[src/rtl/iob_fp_reduce_seq.sv]
// Sequencer reducing a stream of LEN floating-point words to one sum through an external pipelined adder.
// Optional macro IOB_FP_REDUCE_ZERO_SKIP_EN: accepted +/-0 elements are consumed without entering hold or the adder.
module iob_fp_reduce_seq #(
    parameter int DATA_W  = 32,
    parameter int ADD_LAT = 5,
    parameter int CNT_W   = 16
) (
    input  logic              clk_i,
    input  logic              rst_n_i,
    input  logic              start_i,
    input  logic [CNT_W-1:0]  len_i,
    input  logic              in_valid_i,
    input  logic [DATA_W-1:0] in_data_i,
    output logic              in_ready_o,
    output logic              add_start_o,
    output logic [DATA_W-1:0] add_op_a_o,
    output logic [DATA_W-1:0] add_op_b_o,
    input  logic              add_done_i,
    input  logic [DATA_W-1:0] add_res_i,
    output logic              busy_o,
    output logic              done_o,
    output logic [DATA_W-1:0] sum_o
);
    localparam int IFW = $clog2(ADD_LAT + 2);

    typedef enum logic [1:0] {IDLE, RUN, FIN} state_t;

    state_t            r_state;
    logic [CNT_W-1:0]  r_rem_in;
    logic [IFW-1:0]    r_in_flight;
    logic [DATA_W-1:0] r_hold;
    logic              r_hold_v;
    logic              r_add_start;
    logic [DATA_W-1:0] r_op_a;
    logic [DATA_W-1:0] r_op_b;
    logic [DATA_W-1:0] r_sum;

    logic w_run;
    logic w_in_zero;
    logic w_acc;
    logic w_src_r;
    logic w_src_i;
    logic w_issue;

    assign w_run = (r_state == RUN);

`ifdef IOB_FP_REDUCE_ZERO_SKIP_EN
    assign w_in_zero = (in_data_i[DATA_W-2:0] == '0);
`else
    assign w_in_zero = 1'b0;
`endif

    // A returning result and a held value already make a pair, so a new element must wait.
    assign in_ready_o = w_run && (r_rem_in != '0) && !(add_done_i && r_hold_v && !w_in_zero);
    assign w_acc      = in_valid_i && in_ready_o;
    assign w_src_r    = w_run && add_done_i;
    assign w_src_i    = w_acc && !w_in_zero;
    assign w_issue    = (w_src_r && (r_hold_v || w_src_i)) || (r_hold_v && w_src_i);

    always_ff @(posedge clk_i or negedge rst_n_i) begin
        if (!rst_n_i) begin
            r_state     <= IDLE;
            r_rem_in    <= '0;
            r_in_flight <= '0;
            r_hold      <= '0;
            r_hold_v    <= 1'b0;
            r_add_start <= 1'b0;
            r_op_a      <= '0;
            r_op_b      <= '0;
            r_sum       <= '0;
        end else begin
            r_add_start <= 1'b0;
            case (r_state)
                IDLE: begin
                    if (start_i) begin
                        r_state     <= RUN;
                        r_rem_in    <= len_i;
                        r_in_flight <= '0;
                        r_hold_v    <= 1'b0;
                    end
                end
                RUN: begin
                    if (w_acc)
                        r_rem_in <= r_rem_in - CNT_W'(1);
                    if (w_issue && !w_src_r)
                        r_in_flight <= r_in_flight + IFW'(1);
                    else if (!w_issue && w_src_r)
                        r_in_flight <= r_in_flight - IFW'(1);

                    // Priority R > H > I; any two sources form one addition.
                    if (w_src_r && r_hold_v) begin
                        r_add_start <= 1'b1;
                        r_op_a      <= add_res_i;
                        r_op_b      <= r_hold;
                        r_hold_v    <= 1'b0;
                    end else if (w_src_r && w_src_i) begin
                        r_add_start <= 1'b1;
                        r_op_a      <= add_res_i;
                        r_op_b      <= in_data_i;
                    end else if (r_hold_v && w_src_i) begin
                        r_add_start <= 1'b1;
                        r_op_a      <= r_hold;
                        r_op_b      <= in_data_i;
                        r_hold_v    <= 1'b0;
                    end else if (w_src_r) begin
                        r_hold   <= add_res_i;
                        r_hold_v <= 1'b1;
                    end else if (w_src_i) begin
                        r_hold   <= in_data_i;
                        r_hold_v <= 1'b1;
                    end

                    if (r_rem_in == '0 && r_in_flight == '0 && !add_done_i) begin
                        r_state <= FIN;
                        r_sum   <= r_hold_v ? r_hold : '0;
                    end
                end
                FIN: r_state <= IDLE;
                default: r_state <= IDLE;
            endcase
        end
    end

    assign add_start_o = r_add_start;
    assign add_op_a_o  = r_op_a;
    assign add_op_b_o  = r_op_b;
    assign busy_o      = w_run;
    assign done_o      = (r_state == FIN);
    assign sum_o       = r_sum;
endmodule

[config.mk]
export PLATFORM = sky130hd
export DESIGN_NAME = iob_fp_reduce_seq
export DESIGN_NICKNAME = d
export VERILOG_FILES = /design/src/rtl/iob_fp_reduce_seq.sv
export SDC_FILE = /design/constraint.sdc
export NUM_CORES = 1
export LEC_CHECK = 0
export CORE_ASPECT_RATIO = 0.9
export CORE_MARGIN = 2
export CORE_UTILIZATION = 49
export DETAILED_ROUTE_END_ITERATION = 6
export GPL_ROUTABILITY_DRIVEN = 0
export PLACE_DENSITY = 0.93
export SLEW_MARGIN = 15
export SYNTH_ARGS = -nofsm -noshare
export SYNTH_HDL_FRONTEND = slang
export SYNTH_SLANG_ARGS = --single-unit
[constraint.sdc]
create_clock -name clk_i -period 3.43 [get_ports clk_i]
set_input_delay 0.686 -clock clk_i [delete_from_list [all_inputs] [get_ports clk_i]]
set_output_delay 0.686 -clock clk_i [all_outputs]
set_load 0.02 [all_outputs]
* Word level (Yosys, flattened, before mapping)
Cells that the tools add are included.
** Storage, ports and cells
- Register bits after elaboration :: 151
- Bits of input ports :: 85
- Output and inout port bits :: 100
** Operators by class
- Add/subtract/negate cells :: 3
- Equal/unequal tests :: 8
- Muxes and demuxes :: 30
- Bitwise operators :: 3
- Reduce and logical (&&, ||, !) cells :: 33
** Operator list (count)
- two-way mux 32 bit :: 9
- two-way mux 16 bit :: 2
- one-hot mux 16 bit (2 select lines) :: 1
- zero test 16 bit :: 1
- nonzero test 16 bit :: 1
- subtractor 16 x 1 -> 16 bit, second input constant :: 1
- logical AND 1 bit :: 13
- two-way mux 1 bit :: 10
- two-way mux 3 bit :: 3
- one-hot mux 3 bit (2 select lines) :: 1
- AND reduction 2 bit :: 3
- AND reduction 3 bit :: 2
- != test 5 x 1 -> 1 bit, second input constant :: 1
- AND reduction 5 bit :: 1
- zero test 1 bit :: 4
- two-way mux 2 bit :: 2
- != test 2 x 1 -> 1 bit, second input constant :: 2
- one-hot mux 2 bit (2 select lines) :: 1
- AND reduction 4 bit :: 1
- nonzero test 2 bit :: 2
- adder 3 x 1 -> 3 bit, second input constant :: 1
- zero test 3 bit :: 1
- != test 3 x 1 -> 1 bit, second input constant :: 1
- != test 3 bit, second input constant :: 1
- 9 further kinds :: 12

* Depth between registers and ports, before layout
- Word-level depth :: 12
- Depth in mapped cells :: 11

* Worst setup path before layout
No wires, ideal clock.
- Path kind :: reg2reg
- Start :: register r_rem_in[7]
- End :: register r_in_flight[2]
- Library setup time :: 0.082 ns
- Data arrival time :: 2.452 ns
- Path slack :: 0.896 ns
- Cell stages (with the launch flop) :: 9
- Buffers on the path :: 0
- Period minus slack after synthesis :: 2.534 ns
- Cells stage by stage :: dfrtp_1 or4_4 nor4_4 a211oi_1 nand2_1 inv_1 fa_1 a211o_1 a31oi_1
** On the way
- Longest elaborated chain between the ends :: 11
** Ends and longest elaborated chain
- start: declaration :: line 29 : logic [CNT_W-1:0] r_rem_in;
- start signal: assignment :: line 77 : r_rem_in <= len_i;
- start signal: assignment :: line 84 : r_rem_in <= r_rem_in - CNT_W'(1);
- nonzero test 16 bit (*) :: line 54 : assign in_ready_o = w_run && (r_rem_in != '0) && !(add_done_i && r_hold_v && !w_in_zero);
- logical AND 1 bit (*) (2 in series) :: line 54
- logical AND 1 bit (*) :: line 55 : assign w_acc = in_valid_i && in_ready_o;
- logical OR 1 bit :: line 58 : assign w_issue = (w_src_r && (r_hold_v || w_src_i)) || (r_hold_v && w_src_i);
- logical AND 1 bit :: line 58
- logical OR 1 bit (*) :: line 58
- zero test 1 bit :: line 87 : else if (!w_issue && w_src_r)
- logical AND 1 bit :: line 87
- != test 3 x 1 -> 1 bit (no source line)
- AND reduction 3 bit (no source line)
- end signal: assignment :: line 86 : r_in_flight <= r_in_flight + IFW'(1);
- end signal: assignment :: line 88 : r_in_flight <= r_in_flight - IFW'(1);
- end: declaration :: line 30 : logic [IFW-1:0] r_in_flight;
Mark *: on every way between the ends. The rest lies on a longest branch, timed or not.
A chain may end at the register's enable or synchronous reset.

* Worst setup path after layout
- Start :: register r_rem_in[9]
- End :: output in_ready_o
** On the way
- Longest elaborated chain between the ends :: 3
** Ends and longest elaborated chain
- nonzero test 16 bit :: line 54
- logical AND 1 bit (2 in series) :: line 54
- end: declaration :: line 14 : output logic in_ready_o,
No other way between the ends.

==> flow_metrics.env <==
export IMPL_yosys_area_top_type="dfrtp_1"
export IMPL_ys_seq_area_share_pct=55.0
export IMPL_core_area_um2=13900
export IMPL_vias_per_cell=6.20
export IMPL_ys_flop_type="dfrtp_1"
export IMPL_dr_total_vias=6190
export IMPL_tns_ps=0
export IMPL_boundaryPins=185
export IMPL_drtIter0Drc=608
export IMPL_cts_hold_buf=0
export IMPL_synth_edf_count=0
export IMPL_end_kind="primary output"
export IMPL_cp_slowest_cell="or4_4"
export IMPL_met3_length_um=1780
export IMPL_critPathKind="flop to primary output"
export IMPL_synth_nets=733
export IMPL_final_util_pct=68.7
export IMPL_detail_route_antenna_nets=0
export IMPL_cp_slowest_stage_delay_ps=610
export IMPL_wirelength_met1_um=8100
export IMPL_cts_htree_levels=4
export IMPL_r2r_start="r_rem_in[0]"
export IMPL_critPathArrivalTime_ps=2630
export IMPL_drc=0
export IMPL_dr_pass1_iters=5
export IMPL_cts_setup_buffers=0
export IMPL_path_cells="or4_4 -> nor4_4 -> nand2_2 -> and3_1 -> clkdlybuf4s50_1"
export IMPL_die_width_um=129
export IMPL_r2r_cells=9
export IMPL_post_dp_hpwl_um=13000
export IMPL_peakVddDrop_uv=478
export IMPL_grt_use_total_pct=28.1
export IMPL_routed_wirelength_um=20400
export IMPL_ctsResizeCount=0
export IMPL_grt_pass1_vias=6124
export IMPL_worstPathRequired_ps=2740
export IMPL_cts_tree="yes"
export IMPL_reg2reg_slack_ps=420
export IMPL_netlist_cell_type_count=51
export IMPL_setup_viol=0
export IMPL_grt_pass1_wl_um=32500
export IMPL_clkTransAtPathRegs_ps=60
export IMPL_status="completed"
export IMPL_synth_cells=646
export IMPL_startpoint_type="flop"
export IMPL_overflow=0
export IMPL_root_buffer="clkbuf_16"
export IMPL_num_nets_final=901
export IMPL_power_leakage_nw=4.23
export IMPL_die_area_um2=15000
export IMPL_synthTopCellsByArea="dfrtp_1, a22o_1, o2bb2ai_1"
export IMPL_cp_num_buf_inv=1
export IMPL_drive_above_1_share_pct=8.10
export IMPL_fmax_mhz=301
export IMPL_max_slew_margin_rel_pct=22.9
export IMPL_antenna_found_initial=0
export IMPL_io_buffers=184
export IMPL_report_final_slew_viol_count=0
export IMPL_synth_area_um2=6860
export IMPL_netlist_top_cells_count="dfrtp_1, a21oi_1, nand2_1"
export IMPL_clkLatencyLatePin_ps=420
export IMPL_tightest_slew_ps=1150
export IMPL_wl_per_cell_um=20.5
export IMPL_post_route_period_util_pct=96.8
export IMPL_hold_path_class="input pin to asynchronous set/reset pin"
export IMPL_rows=41
export IMPL_cts_sinks=151
export IMPL_cap_violations=0
export IMPL_synth_warnings=0
export IMPL_synth_most_common_cell="dfrtp_1"
export IMPL_rsz0062_at_grt="no"
export IMPL_cts_made_buffers=17
export IMPL_async_flop_share_pct=100
export IMPL_p_per_area_nw_per_um2=684
export IMPL_synth_top_area_share_pct=55.0
export IMPL_area_delta_synth_final_pct=38.6
export IMPL_wl_met2_um=10100
export IMPL_r2r_end="add_op_a_o[30]"
export IMPL_clockBufferDepth=2
export IMPL_worst_path_max_fanout=7
export IMPL_fin_skew_ps=7.90
export IMPL_initial_core_util_pct=49.6
export IMPL_die_h_um=116
export IMPL_routed_top_layer="met4"
export IMPL_antenna_cells=0
export IMPL_crit_family="simple AND/OR/NAND/NOR gates"
export IMPL_ys_seq_elements=151
export IMPL_finalHoldViolCount=0
export IMPL_grt_start_max_net_pins=69
export IMPL_period_minus_slack_ps=3320
export IMPL_synth_area_per_cell_um2=10.6
-- per-stage QoR --
step,area [um^2],instances,power [mW],hold slack [ps],setup WS [ps]
after floorplan,6860,646,3.52,390,896
after global placement,8830,967,4.30,459,514
after detailed placement,8830,967,4.38,464,434
after CTS,9500,999,6.52,281,5.10
after global routing,9510,999,6.81,310,5.74
final,9510,999,6.51,266,109
-- worst max-delay path by stage --
stage                           start              to  depth (start not counted)
after floorplan           r_rem_in[7]  r_in_flight[2]                          8
after global placement     in_valid_i  add_op_b_o[16]                          6
after detailed placement   in_valid_i  add_op_b_o[23]                          6
after CTS                 r_rem_in[9]      in_ready_o                          5
after global routing      r_rem_in[5]      in_ready_o                          5
final                     r_rem_in[9]      in_ready_o                          5
-- flip-flops by register name, indices dropped and copies added (netlist names) --
register and cells:
add_op_a_o 32, r_hold 32, add_start_o 1, add_op_b_o 32, r_rem_in 16, r_state 2
sum_o 32, r_hold_v 1, r_in_flight 3
-- routing by layer --
| layer | GRT usage, % | vias to the layer above |
|---|---|---|
| li1 | - | 2759 |
| met1 | 36.2 | 3007 |
| met2 | 46.2 | 374 |
| met3 | 6.78 | 50 |
| met4 | 11.3 | 0 |
| met5 | 0 | - |
-- cells in the final DEF, fill, tap and decap left out, drive strengths merged, types with 8 or more instances in the layout --
master	instances
nor3	8
dfrtp	151
nand2	44
nor2	24
a22oi	37
o21ai	25
buf	19
a22o	33
inv	43
a21oi	51
o2bb2ai	33
a21o	34
clkdlybuf4s50	183
clkbuf	20
o22ai	32
o31ai	34
-- cells by family (layout without fill, tap and decap cells) --
group,after synthesis,after routing,share of synthesized area (%)
flip-flops,151,151,55.0
adder cells (fa/ha/maj),2,2,0.474
XOR/XNOR,1,1,0.128
buffers and inverters,95,276,6.60
AND/OR/NAND/NOR,107,107,7.87
AO/OA/AOI/OAI,290,290,29.9
-- report_power, final --
group	internal, mW	leakage (nW)	switching (mW)
Combinational	0.867	2.11	0.988
Clock	1.38	0.328	0.722
Sequential	2.19	1.79	0.349
Total	4.45	4.23	2.06
-- cell type report --
cell class	instances	area, um^2
Inverter	42	158
Clock buffer	20	447
Fill cell	1026	4340
Tap cell	172	215
Multi-Input combinational cell	400	2690
Timing Repair Buffer	202	2000
Sequential cell	151	3780
Clock inverter	12	221
-- worst reg2reg max path, stage by stage, from the launching register on --
cell and delay (ps):
dfrtp_1 390, inv_1 90, ha_1 180, or3b_2 520, or3_1 390, o21ai_4 260
a21oi_4 330, o21ai_4 270, buf_12 260, o2bb2ai_1 230
Note: power is estimated with default switching activity, not from simulation.
